File: config.mk
export PLATFORM = sky130hd
export DESIGN_NAME = wb_stage_flat
export DESIGN_NICKNAME = d
export VERILOG_FILES = /design/src/rtl/pipeline_pkg.sv /design/src/rtl/wb_stage_if.sv /design/src/rtl/load_extend.sv /design/src/rtl/wb_stage.sv /design/src/flat_wrapper.sv
export SDC_FILE = /design/constraint.sdc
export NUM_CORES = 1
export LEC_CHECK = 0
export CAP_MARGIN = 10
export CORE_MARGIN = 2
export CORE_UTILIZATION = 38
export CTS_BUF_LIST = sky130_fd_sc_hd__clkbuf_8 sky130_fd_sc_hd__clkbuf_16
export DETAILED_ROUTE_END_ITERATION = 10
export GPL_ROUTABILITY_DRIVEN = 0
export PLACE_DENSITY = 0.92
export SKIP_LAST_GASP = 1
export SLEW_MARGIN = 25
export SYNTH_ARGS = -nofsm -noshare
export SYNTH_HDL_FRONTEND = slang
export SYNTH_SLANG_ARGS = --single-unit
File: constraint.sdc
create_clock -name clk -period 1.8 [get_ports clk]
set_input_delay 0.27 -clock clk [delete_from_list [all_inputs] [get_ports clk]]
set_output_delay 0.27 -clock clk [all_outputs]
set_load 0.05 [all_outputs]
File: src/rtl/pipeline_pkg.sv
// Shared pipeline definitions: load funct3 encodings and the write-back FSM states.
package pipeline_pkg;

   localparam logic [2:0] F3_LB  = 3'b000;
   localparam logic [2:0] F3_LH  = 3'b001;
   localparam logic [2:0] F3_LW  = 3'b010;
   localparam logic [2:0] F3_LBU = 3'b100;
   localparam logic [2:0] F3_LHU = 3'b101;

   typedef enum logic [1:0] {
      EMPTY = 2'd0,
      PEND  = 2'd1,
      READY = 2'd2
   } wb_state_t;

endpackage

File: src/rtl/wb_stage_if.sv
// MEM -> WB handshake and register-file write port, grouped for the write-back stage.
interface wb_stage_if #(
   parameter int unsigned XLEN = 32
) ();

   logic            mem_valid;
   logic            mem_RegWrite;
   logic            mem_MemtoReg;
   logic            mem_is_jal;
   logic [2:0]      mem_funct3;
   logic [4:0]      mem_rd;
   logic [XLEN-1:0] mem_alu_result;
   logic [XLEN-1:0] mem_pc_plus4;
   logic            dmem_rvalid;
   logic [XLEN-1:0] dmem_rdata;
   logic            wb_stall;
   logic [XLEN-1:0] Write_data;
   logic [4:0]      Write_register;
   logic            RegWrite;
   logic [63:0]     instret;

   modport master (
      output mem_valid, mem_RegWrite, mem_MemtoReg, mem_is_jal, mem_funct3, mem_rd,
             mem_alu_result, mem_pc_plus4, dmem_rvalid, dmem_rdata,
      input  wb_stall, Write_data, Write_register, RegWrite, instret
   );

   modport slave (
      input  mem_valid, mem_RegWrite, mem_MemtoReg, mem_is_jal, mem_funct3, mem_rd,
             mem_alu_result, mem_pc_plus4, dmem_rvalid, dmem_rdata,
      output wb_stall, Write_data, Write_register, RegWrite, instret
   );

endinterface

File: src/rtl/load_extend.sv
// Combinational load extraction: picks the byte/halfword/word at the load offset and extends it.
module load_extend
   import pipeline_pkg::*;
(
   input  logic [31:0] word,
   input  logic [2:0]  funct3,
   input  logic [1:0]  off,
   output logic [31:0] data
);

   logic [7:0]  byte_sel;
   logic [15:0] half_sel;

   always_comb begin
      byte_sel = 8'h00;
      half_sel = 16'h0000;
      data     = word;
      unique case (off)
         2'd0: byte_sel = word[7:0];
         2'd1: byte_sel = word[15:8];
         2'd2: byte_sel = word[23:16];
         default: byte_sel = word[31:24];
      endcase
      half_sel = off[1] ? word[31:16] : word[15:0];
      // Unlisted encodings fall through to a full-word load.
      case (funct3)
         F3_LB:   data = {{24{byte_sel[7]}}, byte_sel};
         F3_LBU:  data = {24'h000000, byte_sel};
         F3_LH:   data = {{16{half_sel[15]}}, half_sel};
         F3_LHU:  data = {16'h0000, half_sel};
         F3_LW:   data = word;
         default: data = word;
      endcase
   end

endmodule

File: src/rtl/wb_stage.sv
// Write-back stage: MEM/WB entry, load-data wait with back-pressure, result select and commit.
// Optional retired-instruction counter enabled by defining WB_INSTRET_EN.
module wb_stage
   import pipeline_pkg::*;
#(
   parameter int unsigned XLEN = 32
) (
   input logic        clk,
   input logic        rst,
   wb_stage_if.slave  wb
);

   wb_state_t       state_q, state_d;
   logic            ent_v_q, ent_v_d;
   logic            ent_regwrite_q, ent_regwrite_d;
   logic [4:0]      ent_rd_q, ent_rd_d;
   logic [2:0]      ent_funct3_q, ent_funct3_d;
   logic [1:0]      ent_off_q, ent_off_d;
   logic [XLEN-1:0] ent_data_q, ent_data_d;

   logic            stall;
   logic            capture;
   logic [31:0]     ext_data;

   load_extend u_load_extend (
      .word   (wb.dmem_rdata),
      .funct3 (ent_funct3_q),
      .off    (ent_off_q),
      .data   (ext_data)
   );

   // Stall decodes state only, keeping memory response off the stall path.
   assign stall   = (state_q == PEND);
   assign capture = wb.mem_valid && !stall;

   always_comb begin
      state_d        = state_q;
      ent_v_d        = ent_v_q;
      ent_regwrite_d = ent_regwrite_q;
      ent_rd_d       = ent_rd_q;
      ent_funct3_d   = ent_funct3_q;
      ent_off_d      = ent_off_q;
      ent_data_d     = ent_data_q;
      case (state_q)
         PEND: begin
            if (wb.dmem_rvalid) begin
               ent_data_d = ext_data;
               state_d    = READY;
            end
         end
         default: begin
            if (capture) begin
               ent_v_d        = 1'b1;
               ent_regwrite_d = wb.mem_RegWrite;
               ent_rd_d       = wb.mem_rd;
               ent_funct3_d   = wb.mem_funct3;
               ent_off_d      = wb.mem_alu_result[1:0];
               ent_data_d     = wb.mem_is_jal ? wb.mem_pc_plus4 : wb.mem_alu_result;
               state_d        = wb.mem_MemtoReg ? PEND : READY;
            end else begin
               ent_v_d = 1'b0;
               state_d = EMPTY;
            end
         end
      endcase
   end

   always_ff @(posedge clk) begin
      if (rst) begin
         state_q        <= EMPTY;
         ent_v_q        <= 1'b0;
         ent_regwrite_q <= 1'b0;
         ent_rd_q       <= '0;
         ent_funct3_q   <= '0;
         ent_off_q      <= '0;
         ent_data_q     <= '0;
      end else begin
         state_q        <= state_d;
         ent_v_q        <= ent_v_d;
         ent_regwrite_q <= ent_regwrite_d;
         ent_rd_q       <= ent_rd_d;
         ent_funct3_q   <= ent_funct3_d;
         ent_off_q      <= ent_off_d;
         ent_data_q     <= ent_data_d;
      end
   end

   assign wb.wb_stall       = stall;
   assign wb.RegWrite       = (state_q == READY) && ent_v_q && ent_regwrite_q && (ent_rd_q != 5'd0);
   assign wb.Write_data     = ent_data_q;
   assign wb.Write_register = ent_rd_q;

`ifdef WB_INSTRET_EN
   logic [63:0] instret_q, instret_d;

   always_comb begin
      instret_d = instret_q;
      if (state_q == READY) begin
         instret_d = instret_q + 64'd1;
      end
   end

   always_ff @(posedge clk) begin
      if (rst) begin
         instret_q <= 64'd0;
      end else begin
         instret_q <= instret_d;
      end
   end

   assign wb.instret = instret_q;
`else
   assign wb.instret = 64'd0;
`endif

endmodule

File: src/flat_wrapper.sv
// flat-port wrapper written by rule: the top's interface ports become plain ports
module wb_stage_flat import pipeline_pkg::*;
#(
   parameter int unsigned XLEN = 32
)
  (clk, rst, wb_mem_valid, wb_mem_RegWrite, wb_mem_MemtoReg, wb_mem_is_jal, wb_mem_funct3, wb_mem_rd, wb_mem_alu_result, wb_mem_pc_plus4, wb_dmem_rvalid, wb_dmem_rdata, wb_wb_stall, wb_Write_data, wb_Write_register, wb_RegWrite, wb_instret);
  wb_stage_if #(.XLEN(XLEN)) wb_i ();
  input logic clk;
  input logic rst;
  input wire logic [$bits(wb_i.mem_valid)-1:0] wb_mem_valid;
  input wire logic [$bits(wb_i.mem_RegWrite)-1:0] wb_mem_RegWrite;
  input wire logic [$bits(wb_i.mem_MemtoReg)-1:0] wb_mem_MemtoReg;
  input wire logic [$bits(wb_i.mem_is_jal)-1:0] wb_mem_is_jal;
  input wire logic [$bits(wb_i.mem_funct3)-1:0] wb_mem_funct3;
  input wire logic [$bits(wb_i.mem_rd)-1:0] wb_mem_rd;
  input wire logic [$bits(wb_i.mem_alu_result)-1:0] wb_mem_alu_result;
  input wire logic [$bits(wb_i.mem_pc_plus4)-1:0] wb_mem_pc_plus4;
  input wire logic [$bits(wb_i.dmem_rvalid)-1:0] wb_dmem_rvalid;
  input wire logic [$bits(wb_i.dmem_rdata)-1:0] wb_dmem_rdata;
  output wire logic [$bits(wb_i.wb_stall)-1:0] wb_wb_stall;
  output wire logic [$bits(wb_i.Write_data)-1:0] wb_Write_data;
  output wire logic [$bits(wb_i.Write_register)-1:0] wb_Write_register;
  output wire logic [$bits(wb_i.RegWrite)-1:0] wb_RegWrite;
  output wire logic [$bits(wb_i.instret)-1:0] wb_instret;
  assign wb_i.mem_valid = wb_mem_valid;
  assign wb_i.mem_RegWrite = wb_mem_RegWrite;
  assign wb_i.mem_MemtoReg = wb_mem_MemtoReg;
  assign wb_i.mem_is_jal = wb_mem_is_jal;
  assign wb_i.mem_funct3 = wb_mem_funct3;
  assign wb_i.mem_rd = wb_mem_rd;
  assign wb_i.mem_alu_result = wb_mem_alu_result;
  assign wb_i.mem_pc_plus4 = wb_mem_pc_plus4;
  assign wb_i.dmem_rvalid = wb_dmem_rvalid;
  assign wb_i.dmem_rdata = wb_dmem_rdata;
  assign wb_wb_stall = wb_i.wb_stall;
  assign wb_Write_data = wb_i.Write_data;
  assign wb_Write_register = wb_i.Write_register;
  assign wb_RegWrite = wb_i.RegWrite;
  assign wb_instret = wb_i.instret;
  wb_stage #(.XLEN(XLEN)) u_core (.clk(clk), .rst(rst), .wb(wb_i));
endmodule
* After elaboration in Yosys (flattened, before gate mapping)
Index checks and enable logic that the tools add are counted.
Word-level totals: bits in registers 46, logic and storage cells 39, bits of input ports 111
Cells by class: reductions and logical operators 11, bitwise operators 1, equality and inequality tests 8, multiplexer cells 12
Operator list (number):
- $mux 32 | 4
- $pmux 32 s4 | 1
- $pmux 8 s3 | 1
- $mux 16 | 1
- $mux 2 | 4
- $eq 3x3->1 const B | 2
- $reduce_bool 5->1 | 1
- $eq 2x1->1 const B | 2
- $eq 2x2->1 const B | 2
- $logic_and 1x1->1 | 4
- $reduce_and 2->1 | 2
- $eq 3x1->1 const B | 1
- $logic_not 3->1 | 1
- $logic_not 2->1 | 1
- $ne 2x2->1 const B | 1
- $reduce_bool 2->1 | 1
- $logic_not 1->1 | 1
- $mux 1 | 1
- $not 1->1 | 1

* Longest topological paths before layout
word-level depth 5, gate-level depth with buffers 6, gate-level depth less buffers 5

* Cells and area by module
From an unflattened synthesis, not the netlist that was laid out.
Unflattened totals: cells, all modules 447, area total of the unflattened synthesis 3826.2 µm²
By module, submodules not included:
- wb_stage | cells an instance 314, times used 1, area each 2856.5 µm², sequential area each 920.9 µm²
- load_extend | cells an instance 133, times used 1, area each 969.7 µm², sequential area each 0.0 µm²

* Worst setup path after synthesis
No wires, ideal clock.
path kind flip-flop to output port, start reg u_core.ent_rd_q[4] (netlist: u_core.wb.Write_register[4]), end out wb_RegWrite, path slack -0.025 ns, data required time 1.530 ns, arrival time 1.555 ns, path buffers 0, stages on the path, launching flop included 3, cells stage by stage dfxtp_1 -> nor3_1 -> a21oi_1
Between the ends: cells in the longest elaborated chain, start to end 2
Ends and longest elaborated chain:
- start, declared | line wb_stage.sv:16 | logic [4:0] ent_rd_q, ent_rd_d;
- start signal, assigned | line wb_stage.sv:81 | ent_rd_q <= ent_rd_d;
- $reduce_bool 5->1 | line wb_stage.sv:89 | assign wb.RegWrite = (state_q == READY) && ent_v_q && ent_regwrite_q && (ent_rd_q != 5'd0);
- $logic_and 1x1->1 | line wb_stage.sv:89
- end, declared | line flat_wrapper.sv:23 | output wire logic [$bits(wb_i.RegWrite)-1:0] wb_RegWrite;
No other way between the ends.

* Worst setup path after layout
start reg u_core.ent_rd_q[3] (netlist: u_core.wb.Write_register[3]), end out wb_Write_register[3]
RTL lines:
- end, declared | line flat_wrapper.sv:22 | output wire logic [$bits(wb_i.Write_register)-1:0] wb_Write_register;
No word-level cell between the ends.

==> flow_summary.json <==
{
  "dr.pass1.iters": 4,
  "ir_worst_vdd_mv": 0.3643,
  "io_buffers": 149,
  "critical_path.endpoint_type": "output pin",
  "path_delay_family": "buffers and inverters",
  "die-area_mm2": 0.009862,
  "synth_area_leaders": "dfxtp_1 (27%), buf_4 (14%), mux2i_1 (9.9%), nand2_1 (4.3%), a21oi_1 (4.2%)",
  "p_sw_mw": 1.376,
  "crit_path_cell_trace": "clkdlybuf4s50_1",
  "power_frac_clock_pct": 22.6,
  "dpl-instance-area_mm2": 0.004876,
  "synth_cells": 421,
  "row_count": 34,
  "dpl.hpwl_mm": 8.583,
  "ys_seq_elements": 46,
  "async_reset_ff_share_pct": 0,
  "insertion_delay_ps": 310,
  "fin_crit_sh_pct": 98.07,
  "worst_pin_slew_ps": 536.8,
  "synth_warnings": 0,
  "fmax_ghz": 0.5665,
  "antenna_found_initial": 0,
  "n_fill_cell": 761,
  "clk_pin_slew_ps": 90,
  "drt_iter0_drc": 184,
  "synth_ff_type": "dfxtp_1",
  "yosys.area.top_type": "dfxtp_1",
  "fin_crit_ps": 1765,
  "drive_gt1_share_pct": 15.29,
  "rr_endpoint": "u_core.wb.Write_data[4]",
  "antenna_cells": 0,
  "critical_path_required_ps": 1530,
  "p_leak_nw": 2.041,
  "synthTopCellsByCount": "buf_4 (64), dfxtp_1 (46), nand2_1 (40)",
  "yosysMostFrequentCell": "buf_4",
  "arrival_ps": 1500,
  "clock_path_buffers": 2,
  "critPathKind": "register to output pin",
  "r2r_slack_ps": 100,
  "slew_viol_final": 0,
  "ios": 214,
  "status": "finished, final reports clean",
  "final-seq-area_um2": 923.4,
  "grt_max_degree": 40,
  "r2r_start": "u_core.ent_off_q[1]",
  "cp_slowest_cell": "clkdlybuf4s50_1",
  "cts-root-buf": "clkbuf_8",
  "endpoint": "wb_Write_register[3]",
  "htree_levels": 2,
  "core_mm2": 0.008763,
  "hold_viol": 0,
  "cts_buffers": 5,
  "cts_tree": "built",
  "grt_pass1_wl_mm": 17.13,
  "swShare_pct": 39.92,
  "cap_violations": 0,
  "slew-limit-headroom_pct": 64.10,
  "final_area_mm2": 0.005062,
  "cp_num_buf_inv": 1,
  "avgSynthCellArea_um2": 8.200,
  "path_max_fanout": 3,
  "skew_ps": 11.85,
  "critPathMaxStageDelay_ps": 820,
  "share_comb_of_total_power_pct": 43.8,
  "grt_pass1_vias": 3466,
  "nets": 679,
  "cp.depth": 1,
  "synth.distinct_cells": 41,
  "ys_seq_area_share_pct": 26.68,
  "vias": 3443,
  "grt-ovfl-total": 0,
  "power_frac_seq_pct": 33.6,
  "fp.dieH_um": 99.31,
  "die_x_um": 99.31,
  "grt_usage_pct": 21.31,
  "power.internal_mw": 2.071,
  "wire_per_inst_um": 16.37,
  "area_growth_pct": 46.65,
  "critPathLaunchType": "register",
  "start_util_pct": 39.39,
  "holdWs_ps": 442.1,
  "drc": 0,
  "clock-sinks": 46,
  "p_per_area_mw_per_mm2": 681.1,
  "multiInputGateArea_mm2": 0.002165,
  "reg2reg_depth": 6,
  "routed_wl_mm": 11.08,
  "syn-cell-area_mm2": 0.003452,
  "synth.top_cell.area_share_pct": 26.68,
  "worstSetupStartpoint": "u_core.wb.Write_register[3]",
  "setup_violations": 0,
  "synth_edf_count": 0,
  "holdCritPathClass": "primary input to register",
  "drtAntennaViolNets": 0,
  "vias_per_cell": 5.086
}
-- through the flow --
stage	total power [mW]	cells	utilization [%]	setup slack, ps	TNS (ps)
after global placement	2.629	668	55.64	-315.0	-5517
final	3.448	677	57.77	34.73	0
after floorplan	2.235	484	-	117.6	0
after detailed placement	2.658	668	55.64	-411.3	-7562
after global routing	3.592	677	57.77	-2.780	-2.780
after CTS	3.449	677	57.30	-134.3	-137.3
-- routing by layer --
metal	GRT usage [%]	vias up	wire, um
li1	-	1660	-
met1	24.63	1604	4417
met2	38.57	161	5660
met3	5.833	18	787
met4	5.796	0	216
met5	0	-	0
-- cells in the final DEF, fill, tap and decap left out, types with 15 or more instances in the layout --
master	netlist	final
nand3_1	17	17
a211oi_1	15	15
clkdlybuf4s50_1	0	133
dfxtp_1	46	44
nand2_1	40	40
nor2_1	21	21
buf_4	64	31
mux2i_1	34	32
conb_1	1	64
nor2b_1	23	22
a21oi_1	29	28
o21ai_0	17	17
-- timing repair --
action | CTS | global route
endpoints found under the setup margin | 21 | 13
pin swaps | 1 | 0
setup buffers | 1 | 0
hold buffers | 0 | 0
resized for setup | 6 | 12
-- how the worst min path moves through the flow --
| stage | startpoint | endpoint | slack, ps | cells past startpoint |
|---|---|---|---|---|
| 3_5_place_dp | u_core.ent_v_q | u_core.ent_v_q | 460 | 2 |
| 4_1_cts | rst | u_core.wb.Write_data[8] | 430 | 3 |
| 2_1_floorplan | wb_mem_RegWrite | u_core.ent_regwrite_q | 410 | 2 |
| 3_3_place_gp | u_core.ent_v_q | u_core.ent_v_q | 440 | 2 |
| 6_report | rst | u_core.wb.Write_data[8] | 440 | 3 |
| 5_1_grt | rst | u_core.wb.Write_data[15] | 450 | 3 |
-- flip-flops by register name (all words and copies together), names as in the netlist --
signal / flops
u_core.ent_v_q: 1
u_core.ent_funct3_q: 3
u_core.wb.Write_register: 5
u_core.ent_regwrite_q: 1
u_core.ent_off_q: 2
u_core.wb.Write_data: 32
u_core.state_q: 2
-- power groups by stage --
stage | registers (mW) | logic (mW) | clock network (mW)
6_report | 1.16 | 1.51 | 0.781
2_1_floorplan | 1.42 | 0.817 | 0
3_5_place_dp | 1.18 | 1.48 | 0
3_3_place_gp | 1.17 | 1.45 | 0
5_1_grt | 1.17 | 1.59 | 0.835
4_1_cts | 1.16 | 1.50 | 0.797
-- logic make-up (layout without fill, tap and decap cells) --
family,count (synthesis),in the layout,share of synthesized area (%)
AND/OR/NAND/NOR,141,141,21.71
buffers and inverters,100,185,19.03
AO/OA/AOI/OAI,98,98,21.96
flip-flops,46,46,26.68
multiplexers,35,35,10.51
other,1,64,0.1086
-- layout make-up --
| class | instances | area share [%] |
|---|---|---|
| Clock buffer | 5 | 1.359 |
| Clock inverter | 3 | 0.7909 |
| Inverter | 3 | 0.2224 |
| Multi-Input combinational cell | 338 | 42.76 |
| Sequential cell | 46 | 18.24 |
| Tap cell | 108 | 2.669 |
| Timing Repair Buffer | 174 | 33.96 |
No activity file was read; power rests on OpenSTA's default activity.
